$ cat config.mk
export PLATFORM = sky130hd
export DESIGN_NAME = aibio_dll_lock_ctrl
export DESIGN_NICKNAME = d
export VERILOG_FILES = /design/src/rtl/aibio_dll_lock_pkg.sv /design/src/rtl/aibio_dll_updn_window.sv /design/src/rtl/aibio_dll_lock_ctrl.sv
export SDC_FILE = /design/constraint.sdc
export NUM_CORES = 1
export LEC_CHECK = 0
export CORE_UTILIZATION = 30
export CTS_CLUSTER_SIZE = 16
export DETAILED_ROUTE_END_ITERATION = 7
export HOLD_SLACK_MARGIN = 0.06
export PLACE_DENSITY = 0.52
export SLEW_MARGIN = 30
export SYNTH_ARGS = -nofsm -noshare
export SYNTH_HDL_FRONTEND = slang
export SYNTH_SLANG_ARGS = --single-unit
$ cat constraint.sdc
create_clock -name i_clkin -period 7.34 [get_ports i_clkin]
set_clock_uncertainty 0.05 [all_clocks]
set_input_delay 0.734 -clock i_clkin [delete_from_list [all_inputs] [get_ports i_clkin]]
set_output_delay 0.734 -clock i_clkin [all_outputs]
set_load 0.03 [all_outputs]
$ cat src/rtl/aibio_dll_lock_pkg.sv
// Shared types and defaults for the DLL lock controller.
package aibio_dll_lock_pkg;

  typedef enum logic [2:0] {
    ST_IDLE   = 3'd0,
    ST_SETTLE = 3'd1,
    ST_MEAS   = 3'd2,
    ST_LOCKED = 3'd3,
    ST_FAIL   = 3'd4
  } dll_st_e;

  typedef struct packed {
    logic done;
    logic bal;
    logic up;
  } win_rsp_t;

  localparam int DEF_CAP_W      = 5;
  localparam int DEF_CAP_INIT   = 16;
  localparam int DEF_THRESH_W   = 4;
  localparam int DEF_WIN_LEN    = 64;
  localparam int DEF_SETTLE_CYC = 16;
  localparam int DEF_LOCK_WINS  = 4;

  function automatic int cnt_width(input int win_len);
    return $clog2(win_len + 1);
  endfunction

endpackage

$ cat src/rtl/aibio_dll_updn_window.sv
// Up/dn window counters with balance/direction decode; AIBIO_DLL_LOCK_DFX_EN exposes final counts.
module aibio_dll_updn_window
  import aibio_dll_lock_pkg::*;
#(
  parameter int WIN_LEN  = DEF_WIN_LEN,
  parameter int THRESH_W = DEF_THRESH_W,
  parameter int CNT_W    = cnt_width(WIN_LEN)
) (
  input  logic                clk,
  input  logic                clr,
  input  logic                active,
  input  logic                up,
  input  logic                dn,
  input  logic [THRESH_W-1:0] thresh,
  output win_rsp_t            rsp
`ifdef AIBIO_DLL_LOCK_DFX_EN
  ,
  output logic [CNT_W-1:0]    up_fin,
  output logic [CNT_W-1:0]    dn_fin
`endif
);

  localparam int CMP_W = (CNT_W > THRESH_W) ? CNT_W : THRESH_W;

  logic [CNT_W-1:0] up_cnt, dn_cnt, win_cnt;
  logic [CNT_W-1:0] up_tot, dn_tot, diff;

  // Decision includes the sample of the window's last cycle.
  always_comb begin
    up_tot   = up_cnt + CNT_W'(up);
    dn_tot   = dn_cnt + CNT_W'(dn);
    diff     = (up_tot >= dn_tot) ? (up_tot - dn_tot) : (dn_tot - up_tot);
    rsp      = '0;
    rsp.done = active && (win_cnt == CNT_W'(WIN_LEN - 1));
    rsp.bal  = CMP_W'(diff) <= CMP_W'(thresh);
    rsp.up   = up_tot > dn_tot;
  end

`ifdef AIBIO_DLL_LOCK_DFX_EN
  assign up_fin = up_tot;
  assign dn_fin = dn_tot;
`endif

  always_ff @(posedge clk) begin
    if (clr || !active || rsp.done) begin
      up_cnt  <= '0;
      dn_cnt  <= '0;
      win_cnt <= '0;
    end else begin
      up_cnt  <= up_tot;
      dn_cnt  <= dn_tot;
      win_cnt <= win_cnt + 1'b1;
    end
  end

endmodule

$ cat src/rtl/aibio_dll_lock_ctrl.sv
// DLL calibration + lock detector; AIBIO_DLL_LOCK_DFX_EN adds last-window count/state outputs.
module aibio_dll_lock_ctrl
  import aibio_dll_lock_pkg::*;
#(
  parameter int CAP_W      = DEF_CAP_W,
  parameter int CAP_INIT   = DEF_CAP_INIT,
  parameter int THRESH_W   = DEF_THRESH_W,
  parameter int WIN_LEN    = DEF_WIN_LEN,
  parameter int SETTLE_CYC = DEF_SETTLE_CYC,
  parameter int LOCK_WINS  = DEF_LOCK_WINS
) (
  input  logic                i_clkin,
  input  logic                i_reset,
  input  logic                i_en,
  input  logic                i_up,
  input  logic                i_dn,
  input  logic [THRESH_W-1:0] i_lockthresh,
  input  logic [1:0]          i_lockctrl,
  output logic [CAP_W-1:0]    o_capctrl,
  output logic                o_lock,
  output logic                o_fail,
  output logic                o_busy
`ifdef AIBIO_DLL_LOCK_DFX_EN
  ,
  output logic [cnt_width(WIN_LEN)-1:0] o_dfx_upcnt,
  output logic [cnt_width(WIN_LEN)-1:0] o_dfx_dncnt,
  output logic [2:0]                    o_dfx_state
`endif
);

  localparam int CNT_W = cnt_width(WIN_LEN);
  localparam int SET_W = $clog2(SETTLE_CYC + 1);
  localparam int BAL_W = $clog2(LOCK_WINS + 1);
  localparam logic [CAP_W-1:0] CAP_RST = CAP_W'(CAP_INIT);

  dll_st_e          state;
  win_rsp_t         win;
  logic [SET_W-1:0] settle_cnt;
  logic [BAL_W-1:0] bal_cnt;
  logic [1:0]       bad_cnt;
  logic             clr, active, sat;
  logic [CAP_W-1:0] cap_nxt;

  assign clr    = i_reset || !i_en;
  assign active = (state == ST_MEAS) || (state == ST_LOCKED);

  // Stepping past either end of the code range is a calibration failure, never a wrap.
  always_comb begin
    sat     = win.up ? (o_capctrl == '1) : (o_capctrl == '0);
    cap_nxt = win.up ? (o_capctrl + 1'b1) : (o_capctrl - 1'b1);
  end

`ifdef AIBIO_DLL_LOCK_DFX_EN
  logic [CNT_W-1:0] up_fin, dn_fin;
`endif

  aibio_dll_updn_window #(
    .WIN_LEN  (WIN_LEN),
    .THRESH_W (THRESH_W),
    .CNT_W    (CNT_W)
  ) u_win (
    .clk    (i_clkin),
    .clr    (clr),
    .active (active),
    .up     (i_up),
    .dn     (i_dn),
    .thresh (i_lockthresh),
    .rsp    (win)
`ifdef AIBIO_DLL_LOCK_DFX_EN
    ,
    .up_fin (up_fin),
    .dn_fin (dn_fin)
`endif
  );

  always_ff @(posedge i_clkin) begin
    if (clr) begin
      state      <= ST_IDLE;
      o_capctrl  <= CAP_RST;
      o_lock     <= 1'b0;
      o_fail     <= 1'b0;
      o_busy     <= 1'b0;
      settle_cnt <= '0;
      bal_cnt    <= '0;
      bad_cnt    <= '0;
    end else begin
      case (state)
        ST_IDLE: begin
          state      <= ST_SETTLE;
          o_busy     <= 1'b1;
          settle_cnt <= '0;
        end
        ST_SETTLE: begin
          if (settle_cnt == SET_W'(SETTLE_CYC - 1)) begin
            state      <= ST_MEAS;
            settle_cnt <= '0;
          end else begin
            settle_cnt <= settle_cnt + 1'b1;
          end
        end
        ST_MEAS: begin
          if (win.done) begin
            if (win.bal) begin
              if (bal_cnt == BAL_W'(LOCK_WINS - 1)) begin
                state   <= ST_LOCKED;
                o_lock  <= 1'b1;
                o_busy  <= 1'b0;
                bal_cnt <= '0;
                bad_cnt <= '0;
              end else begin
                bal_cnt <= bal_cnt + 1'b1;
              end
            end else begin
              bal_cnt <= '0;
              if (sat) begin
                state  <= ST_FAIL;
                o_fail <= 1'b1;
                o_busy <= 1'b0;
              end else begin
                state     <= ST_SETTLE;
                o_capctrl <= cap_nxt;
              end
            end
          end
        end
        ST_LOCKED: begin
          if (win.done) begin
            if (win.bal) begin
              bad_cnt <= '0;
            end else if (bad_cnt >= i_lockctrl) begin
              // Hysteresis exhausted: drop lock and recalibrate.
              o_lock  <= 1'b0;
              bad_cnt <= '0;
              bal_cnt <= '0;
              if (sat) begin
                state  <= ST_FAIL;
                o_fail <= 1'b1;
              end else begin
                state      <= ST_SETTLE;
                o_capctrl  <= cap_nxt;
                o_busy     <= 1'b1;
                settle_cnt <= '0;
              end
            end else begin
              bad_cnt <= bad_cnt + 1'b1;
            end
          end
        end
        ST_FAIL: begin
          o_fail <= 1'b1;
          o_lock <= 1'b0;
          o_busy <= 1'b0;
        end
        default: state <= ST_IDLE;
      endcase
    end
  end

`ifdef AIBIO_DLL_LOCK_DFX_EN
  // Snapshot of the last completed window and the state that owned it.
  always_ff @(posedge i_clkin) begin
    if (clr) begin
      o_dfx_upcnt <= '0;
      o_dfx_dncnt <= '0;
      o_dfx_state <= '0;
    end else if (win.done) begin
      o_dfx_upcnt <= up_fin;
      o_dfx_dncnt <= dn_fin;
      o_dfx_state <= state;
    end
  end
`endif

endmodule

==> insert_results.sql, run 1 <==
INSERT INTO impl_metrics (metric_group, metric, value, unit) VALUES
('clocking', 'htree_num_levels', '2', ''),
('sta', 'max_slew_margin', '47.1', '%'),
('hold_path', 'hold_end', 'bal_cnt[2]', ''),
('sta', 'number_of_hold_slack_violations_in_the_final_timing_report', '0', ''),
('yosys', 'postSynthNetCount', '394', ''),
('worst_setup_path', 'timing.reg2reg.worst_path_depth', '20', ''),
('floorplanning', 'dieArea', '0.0102', 'mm2'),
('floorplanning', 'floorplan.core_area', '0.00933', 'mm2'),
('yosys', 'number_of_flip_flops_and_latches_in_the_synthesized_netlist', '42', ''),
('yosys', 'syn_inst', '352', ''),
('global_route', 'grt_first_pass_wirelength', '11.3', 'mm'),
('clocking', 'number_of_buffers_inserted_for_hold_repair_after_clock_tree_synthesis', '0', ''),
('sta', 'tightestPinTransition', '0.788', 'ns'),
('power_and_ir_drop', 'switching_share_of_power', '28.8', '%'),
('hold_path', 'worst_hold_path.num_cells', '2', ''),
('clocking', 'worst_setup_hold_path_clk_slew', '0.09', 'ns'),
('sta', 'setup_total_negative_slack', '0', 'ns'),
('power_and_ir_drop', 'power_density', '139', 'mW/mm2'),
('sta', 'rsz_0062_raised_after_global_routing', 'no', ''),
('power_and_ir_drop', 'power.static_leakage', '1.32', 'nW'),
('clocking', 'cts_repair_resize_count', '0', ''),
('global_route', 'maximum_number_of_pins_on_one_net_before_global_route_repair', '20', ''),
('yosys', 'yosys_warnings', '0', ''),
('floorplanning', 'die_width', '101', 'um'),
('floorplanning', 'die_height', '101', 'um'),
('finish', 'num_antenna_cells', '0', ''),
('sta', 'achievable-frequency', '174', 'MHz'),
('clocking', 'clk-insertion-delay-late', '0.30', 'ns'),
('yosys', 'yosysTopAreaCell', 'sky130_fd_sc_hd__dfxtp_1', ''),
('sta', 'post-route-period-util', '78.3', '%'),
('clocking', 'cts_made_buffers', '5', ''),
('floorplanning', 'floorplan.initialDensity', '31.4', '%'),
('global_route', 'grt_remaining_overflow', '0', ''),
('floorplanning', 'io_pins', '19', ''),
('detailed_routing', 'vias', '2474', ''),
('sta', 'timing_max_transition_violations_final', '0', ''),
('finish', 'nets', '410', ''),
('power_and_ir_drop', 'combPwrFrac', '16.3', '%'),
('worst_setup_path', 'critPathMaxFanout', '9', ''),
('yosys', 'ys_dominant_reg_cell', 'sky130_fd_sc_hd__dfxtp_1', ''),
('yosys', 'async_set_reset_flop_share_out_of_synthesis', '0', '%'),
('worst_setup_path', 'worst_ep_required', '7.51', 'ns'),
('place', 'gp_congestion', '0.830', ''),
('yosys', 'post_synth.cell_area_avg', '8.32', 'um2'),
('worst_setup_path', 'r2r-start', 'u_win.dn_cnt[0]', ''),
('yosys', 'synth_top_cells_by_area', 'sky130_fd_sc_hd__dfxtp_1, sky130_fd_sc_hd__ha_1, sky130_fd_sc_hd__nor2_1, sky130_fd_sc_hd__xnor2_1, sky130_fd_sc_hd__a21oi_1', ''),
('clocking', 'max-clock-path-buffers', '2', ''),
('global_route', 'grt_pass1_vias', '2446', ''),
('sta', 'setup-violations-final', '0', ''),
('detailed_routing', 'detail_route.vias_per_cell', '4.97', ''),
('power_and_ir_drop', 'irDropWorstVdd', '0.0737', 'mV'),
('worst_setup_path', 'critPathLaunchType', 'input pin', ''),
('yosys', 'post_synth_edffs', '0', ''),
('detailed_routing', 'drt_pass_1_iters', '4', ''),
('place', 'io_buffer_count', '18', ''),
('finish', 'syn_to_final_growth', '13.4', '%'),
('detailed_routing', 'drt.antenna.violating_nets', '0', ''),
('hold_path', 'holdCritStartpoint', 'bal_cnt[2]', ''),
('yosys', 'synth_commonest_cells', 'sky130_fd_sc_hd__dfxtp_1, sky130_fd_sc_hd__nor2_1, sky130_fd_sc_hd__ha_1, sky130_fd_sc_hd__inv_1, sky130_fd_sc_hd__nand2_1', ''),
('outcome', 'run_status', 'finished clean', ''),
('yosys', 'synth.most_common_cell', 'sky130_fd_sc_hd__dfxtp_1', ''),
('finish', 'utilization', '35.6', '%'),
('clocking', 'cts_tree', 'yes', ''),
('power_and_ir_drop', 'p_clk_share', '33.4', '%'),
('worst_setup_path', 'worst-endpoint-arrival', '5.92', 'ns'),
('power_and_ir_drop', 'power.internal', '0.328', 'mW'),
('hold_path', 'min-delay-path-class', 'register to register', ''),
('clocking', 'clock-sinks', '42', ''),
('worst_setup_path', 'regToRegEndpoint', 'o_lock', ''),
('job', 'drv_cap', '0', ''),
('power_and_ir_drop', 'power.switching', '0.133', 'mW');
[routing by layer]
layer / track usage (%) / part of all wire (%) / up-vias
met5: 0 / 0 / -
met4: 4.79 / 1.7 / 0
met3: 3.05 / 3.2 / 10
met2: 22.4 / 46 / 42
met1: 18.3 / 49 / 1126
li1: - / - / 1296
[registers in the layout (all words and copies together), names as in the netlist]
name	cells
settle_cnt	5
o_lock	1
u_win.up_cnt	7
bal_cnt	3
o_fail	1
bad_cnt	2
u_win.dn_cnt	7
o_busy	1
o_capctrl	5
u_win.win_cnt	7
state	3
[per-stage QoR]
| stage | instance area (um2) | instances | hold WS, ns | worst slack [ns] | power, mW |
|---|---|---|---|---|---|
| floorplan | 2930 | 352 | 0.360 | 2.14 | 0.293 |
| global placement | 3240 | 490 | 0.372 | 1.33 | 0.312 |
| detailed placement | 3240 | 490 | 0.374 | 1.29 | 0.312 |
| CTS | 3320 | 498 | 0.388 | 1.60 | 0.468 |
| global route | 3320 | 498 | 0.403 | 1.21 | 0.488 |
| finish | 3320 | 498 | 0.385 | 1.59 | 0.461 |
[power by group through the flow]
stage	registers, mW	logic, mW	clock network, mW
2_1_floorplan	0.237	0.0556	0
3_3_place_gp	0.238	0.0748	0
3_5_place_dp	0.238	0.0748	0
4_1_cts	0.232	0.0752	0.161
5_1_grt	0.233	0.0843	0.171
6_report	0.232	0.0750	0.154
[area by class of cell]
type                    count  area, um2
fillers                   960       6010
multi-input cells         273       1950
flip-flops and latches     42        841
repair buffers             18        180
well taps                 129        161
inverters                  28        105
clock buffers               6       72.6
clock inverters             2       13.8
[worst max-delay path, stage by stage]
cell	delay [ns]
sky130_fd_sc_hd__clkdlybuf4s50_1	0.43
sky130_fd_sc_hd__ha_1	0.21
sky130_fd_sc_hd__ha_1	0.23
sky130_fd_sc_hd__nand3_1	0.11
sky130_fd_sc_hd__xor2_1	0.32
sky130_fd_sc_hd__ha_1	0.41
sky130_fd_sc_hd__nand3_1	0.12
sky130_fd_sc_hd__nor2_1	0.06
sky130_fd_sc_hd__or3_1	0.32
sky130_fd_sc_hd__o21bai_2	0.35
sky130_fd_sc_hd__mux2_2	0.39
sky130_fd_sc_hd__ha_1	0.28
sky130_fd_sc_hd__nor2b_1	0.13
sky130_fd_sc_hd__o211ai_1	0.15
sky130_fd_sc_hd__a21oi_1	0.11
sky130_fd_sc_hd__nor2_1	0.14
sky130_fd_sc_hd__a32oi_1	0.17
sky130_fd_sc_hd__nor4_4	0.38
sky130_fd_sc_hd__o21ai_2	0.21
sky130_fd_sc_hd__or4_1	0.44
sky130_fd_sc_hd__a221oi_2	0.22
[worst max-delay path by stage]
| stage | start | to | slack, ns | depth (start not counted) |
|---|---|---|---|---|
| 3_5_place_dp | i_dn | o_lock | 1.29 | 21 |
| 3_3_place_gp | i_dn | o_lock | 1.33 | 21 |
| 4_1_cts | i_dn | o_capctrl[4] | 1.60 | 21 |
| 5_1_grt | i_dn | o_lock | 1.21 | 21 |
| 2_1_floorplan | i_dn | o_lock | 2.14 | 21 |
| 6_report | i_dn | o_lock | 1.59 | 21 |
[cell families after synthesis]
logic type	Yosys count	synth area share [%]
AO/OA/AOI/OAI	86	20.8
XOR/XNOR	24	7.18
adder cells (fa/ha/maj)	31	14.0
buffers and inverters	37	4.78
flip-flops	42	28.7
multiplexers	5	1.75
AND/OR/NAND/NOR	127	22.8
[placed cells by master (no fill, tap or decap), types with 4 or more instances in the layout]
cell	n
sky130_fd_sc_hd__dfxtp_1	42
sky130_fd_sc_hd__mux2i_1	4
sky130_fd_sc_hd__nor3_1	12
sky130_fd_sc_hd__a211oi_1	6
sky130_fd_sc_hd__or3_1	6
sky130_fd_sc_hd__xnor2_1	13
sky130_fd_sc_hd__a31oi_1	8
sky130_fd_sc_hd__or4_1	4
sky130_fd_sc_hd__xor2_1	11
sky130_fd_sc_hd__nor4_1	4
sky130_fd_sc_hd__inv_1	28
sky130_fd_sc_hd__clkdlybuf4s50_1	18
sky130_fd_sc_hd__nor2_1	37
sky130_fd_sc_hd__and3_1	4
sky130_fd_sc_hd__ha_1	28
sky130_fd_sc_hd__a21oi_1	21
sky130_fd_sc_hd__nand3_1	14
sky130_fd_sc_hd__nand2_1	22
sky130_fd_sc_hd__o21ai_0	7
sky130_fd_sc_hd__nor2b_1	6
sky130_fd_sc_hd__a21o_1	9
sky130_fd_sc_hd__clkbuf_8	5
(Power assumes the default switching activity.)
==> run 2: changes to the inputs <==
PLACE_DENSITY = 0.54   (was 0.52)
clock period = 4.89 ns   (was 7.34 ns; I/O delays follow)
==> run 2 against run 1 <==
Against the previous run:
- worst setup slack worse by 1.4 ns
- sequential cell count unchanged
- core utilization up 6.2 points
- cell count up 10%
- critical path depth up 4
- combinational power up 87%
- first-iteration DRC count up 55%
- via count up 11%
- critical endpoint is now bad_cnt[0]
- largest cell class unchanged
==> insert_results.sql, run 2 (synthesis results as in run 1) <==
INSERT INTO impl_metrics (metric_group, metric, value, unit) VALUES
('floorplanning', 'io_pins', '19', ''),
('power_and_ir_drop', 'power.switching', '0.211', 'mW'),
('finish', 'mostFrequentLayoutCells', 'sky130_fd_sc_hd__buf_4, sky130_fd_sc_hd__dfxtp_1, sky130_fd_sc_hd__nor2_1, sky130_fd_sc_hd__inv_1, sky130_fd_sc_hd__nand2_1', ''),
('worst_setup_path', 'worst_ep_required', '5.07', 'ns'),
('sta', 'setup-violations-final', '0', ''),
('detailed_routing', 'drt_drc_violations_left', '0', ''),
('sta', 'min_period', '4.69', 'ns'),
('global_route', 'grt_remaining_overflow', '0', ''),
('clocking', 'worst_setup_hold_path_clk_slew', '0.09', 'ns'),
('floorplanning', 'std_cell_rows', '35', ''),
('worst_setup_path', 'r2r-start', 'u_win.dn_cnt[0]', ''),
('power_and_ir_drop', 'sequentialPowerShare', '45.1', '%'),
('sta', 'post-route-period-util', '95.8', '%'),
('finish', 'final_layout_size_suffix_gt1_share', '23.0', '%'),
('detailed_routing', 'drt_pass_1_iters', '5', ''),
('clocking', 'cts_made_buffers', '5', ''),
('clocking', 'htree_num_levels', '2', ''),
('floorplanning', 'die_height', '101', 'um'),
('finish', 'utilization', '41.8', '%'),
('floorplanning', 'dieArea', '0.0102', 'mm2'),
('power_and_ir_drop', 'irDropWorstVdd', '0.107', 'mV'),
('hold_path', 'worst_hold_path.num_cells', '2', ''),
('finish', 'reg.largest.list', 'u_win.dn_cnt (7), u_win.up_cnt (7), u_win.win_cnt (7)', ''),
('floorplanning', 'floorplan.core_area', '0.00933', 'mm2'),
('detailed_routing', 'finalWirelength', '7.09', 'mm'),
('global_route', 'grt_first_pass_wirelength', '11.9', 'mm'),
('worst_setup_path', 'crit_path_top_delay_cell', 'sky130_fd_sc_hd__or3_4', ''),
('sta', 'max_slew_margin', '45.4', '%'),
('worst_setup_path', 'critPathMaxFanout', '4', ''),
('finish', 'syn_to_final_growth', '33.2', '%'),
('sta', 'number_of_hold_slack_violations_in_the_final_timing_report', '0', ''),
('worst_setup_path', 'endpoint', 'bad_cnt[0]', ''),
('detailed_routing', 'detail_route.vias_per_cell', '5.00', ''),
('power_and_ir_drop', 'power_density', '198', 'mW/mm2'),
('power_and_ir_drop', 'power.internal', '0.563', 'mW'),
('job', 'drv_cap', '0', ''),
('worst_setup_path', 'worst-endpoint-arrival', '4.87', 'ns'),
('global_route', 'grt_usage', '14.6', '%'),
('sta', 'achievable-frequency', '213', 'MHz'),
('detailed_routing', 'drt-initial-drc-count', '133', ''),
('power_and_ir_drop', 'p_clk_share', '36.9', '%'),
('global_route', 'maximum_number_of_pins_on_one_net_before_global_route_repair', '20', ''),
('sta', 'timing_max_transition_violations_final', '0', ''),
('worst_setup_path', 'regToRegEndpoint', 'bad_cnt[0]', ''),
('clocking', 'max-clock-path-buffers', '2', ''),
('worst_setup_path', 'worst-r2r-setup-slack', '0.32', 'ns'),
('worst_setup_path', 'capturing_element_type_of_the_critical_path', 'register', ''),
('finish', 'layout.cells.most_common', 'sky130_fd_sc_hd__buf_4', ''),
('worst_setup_path', 'worst_path_largest_cell_delay', '0.34', 'ns'),
('clocking', 'root_buffer', 'sky130_fd_sc_hd__clkbuf_8', ''),
('detailed_routing', 'drt.antenna.violating_nets', '0', ''),
('worst_setup_path', 'timing.reg2reg.worst_path_depth', '24', ''),
('clocking', 'cts_tree', 'yes', ''),
('place', 'io_buffer_count', '18', ''),
('global_route', 'grt_pass1_vias', '2669', ''),
('worst_setup_path', 'path_common_cell', 'sky130_fd_sc_hd__buf_4', ''),
('outcome', 'run_status', 'finished clean', ''),
('power_and_ir_drop', 'design_power_total', '0.774', 'mW'),
('power_and_ir_drop', 'power.static_leakage', '1.59', 'nW'),
('floorplanning', 'floorplan.initialDensity', '31.4', '%'),
('place', 'placed_cells', '535', ''),
('hold_path', 'min-delay-path-class', 'register to register', ''),
('finish', 'num_antenna_cells', '0', ''),
('clocking', 'clk-insertion-delay-late', '0.30', 'ns'),
('finish', 'nets', '462', ''),
('power_and_ir_drop', 'switching_share_of_power', '27.3', '%'),
('sta', 'tightestPinTransition', '0.813', 'ns'),
('detailed_routing', 'vias', '2752', ''),
('worst_setup_path', 'critPathLaunchType', 'input pin', ''),
('clocking', 'clock-sinks', '42', ''),
('global_route', 'antenna_violations_before_repair', '0', ''),
('floorplanning', 'die_width', '101', 'um'),
('finish', 'final-instance-count-excl-fill', '550', ''),
('worst_setup_path', 'path_class', 'input pin to register', ''),
('place', 'gp_congestion', '0.897', ''),
('place', 'half_perimeter_wire_length_after_detailed_placement', '5.25', 'mm'),
('clocking', 'number_of_buffers_inserted_for_hold_repair_after_clock_tree_synthesis', '0', ''),
('detailed_routing', 'wl_per_cell', '12.9', 'um'),
('worst_setup_path', 'worst_setup_path_startpoint', 'i_dn', ''),
('power_and_ir_drop', 'combPwrFrac', '18.0', '%');
==> run 2: cell types whose count changed in the layout (fill, tap and decap cells not counted), sizes merged <==
cell and delta:
buf +52, dlygate4sd2 +1, dlymetal6s2s +1, clkinv -2
bufinv +1, clkbuf -1, clkinvlp +2, clkdlybuf4s50 -2
==> run 2: metrics by stage <==
step / hold WS [ns] / instance area, um2 / setup WS, ns / setup TNS, ns
global placement: 0.374 / 3600 / -0.372 / -5.60
global route: 0.427 / 3900 / -0.0342 / -0.0353
finish: 0.391 / 3900 / 0.203 / 0
CTS: 0.392 / 3820 / 0.00294 / 0
detailed placement: 0.378 / 3600 / -0.472 / -7.75
floorplan: 0.360 / 2960 / 0.00953 / 0
==> run 2: worst min path at each step <==
stage | from | to | slack [ns]
global placement | bal_cnt[2] | bal_cnt[2] | 0.37
detailed placement | bal_cnt[2] | bal_cnt[2] | 0.38
finish | bal_cnt[2] | bal_cnt[2] | 0.39
global route | settle_cnt[4] | settle_cnt[4] | 0.43
floorplan | bal_cnt[2] | bal_cnt[2] | 0.36
CTS | bal_cnt[2] | bal_cnt[2] | 0.39
==> run 2: what timing repair did <==
action | in CTS | in global routing
setup endpoints to repair | 16 | 20
setup buffers | 6 | 1
pin swaps | 10 | 19
gates resized for setup | 15 | 13
hold endpoints to repair | 0 | 0
==> run 2: area by class of cell <==
type | count | area [um2]
repair buffers | 70 | 576
clock buffers | 5 | 68.8
clock inverters | 3 | 45.0
well taps | 129 | 161
inverters | 28 | 105
multi-input cells | 273 | 2100
fillers | 926 | 5430
flip-flops and latches | 42 | 842
==> run 2: worst max-delay path, delay by kind of cell <==
family,cells,cell delay (ns)
adder cells (fa/ha/maj),4,0.90
XOR/XNOR,2,0.31
AND/OR/NAND/NOR,8,1.50
AO/OA/AOI/OAI,5,0.65
multiplexers,1,0.23
buffers and inverters,5,0.77
==> run 2: power groups by stage <==
stage / sequential (mW) / clock (mW) / combinational, mW
3_5_place_dp: 0.356 / 0 / 0.128
2_1_floorplan: 0.356 / 0 / 0.0856
6_report: 0.349 / 0.285 / 0.140
4_1_cts: 0.348 / 0.293 / 0.136
3_3_place_gp: 0.356 / 0 / 0.127
5_1_grt: 0.349 / 0.309 / 0.154
==> run 2: routing by layer <==
layer / share of wire [%] / track usage [%] / up-vias / wire length [um]
met5: 0 / 0 / - / 0
met4: 0.86 / 4.12 / 0 / 61
met3: 3.5 / 2.29 / 6 / 251
met2: 48 / 24.9 / 63 / 3380
met1: 48 / 19.0 / 1293 / 3390
li1: - / - / 1390 / -
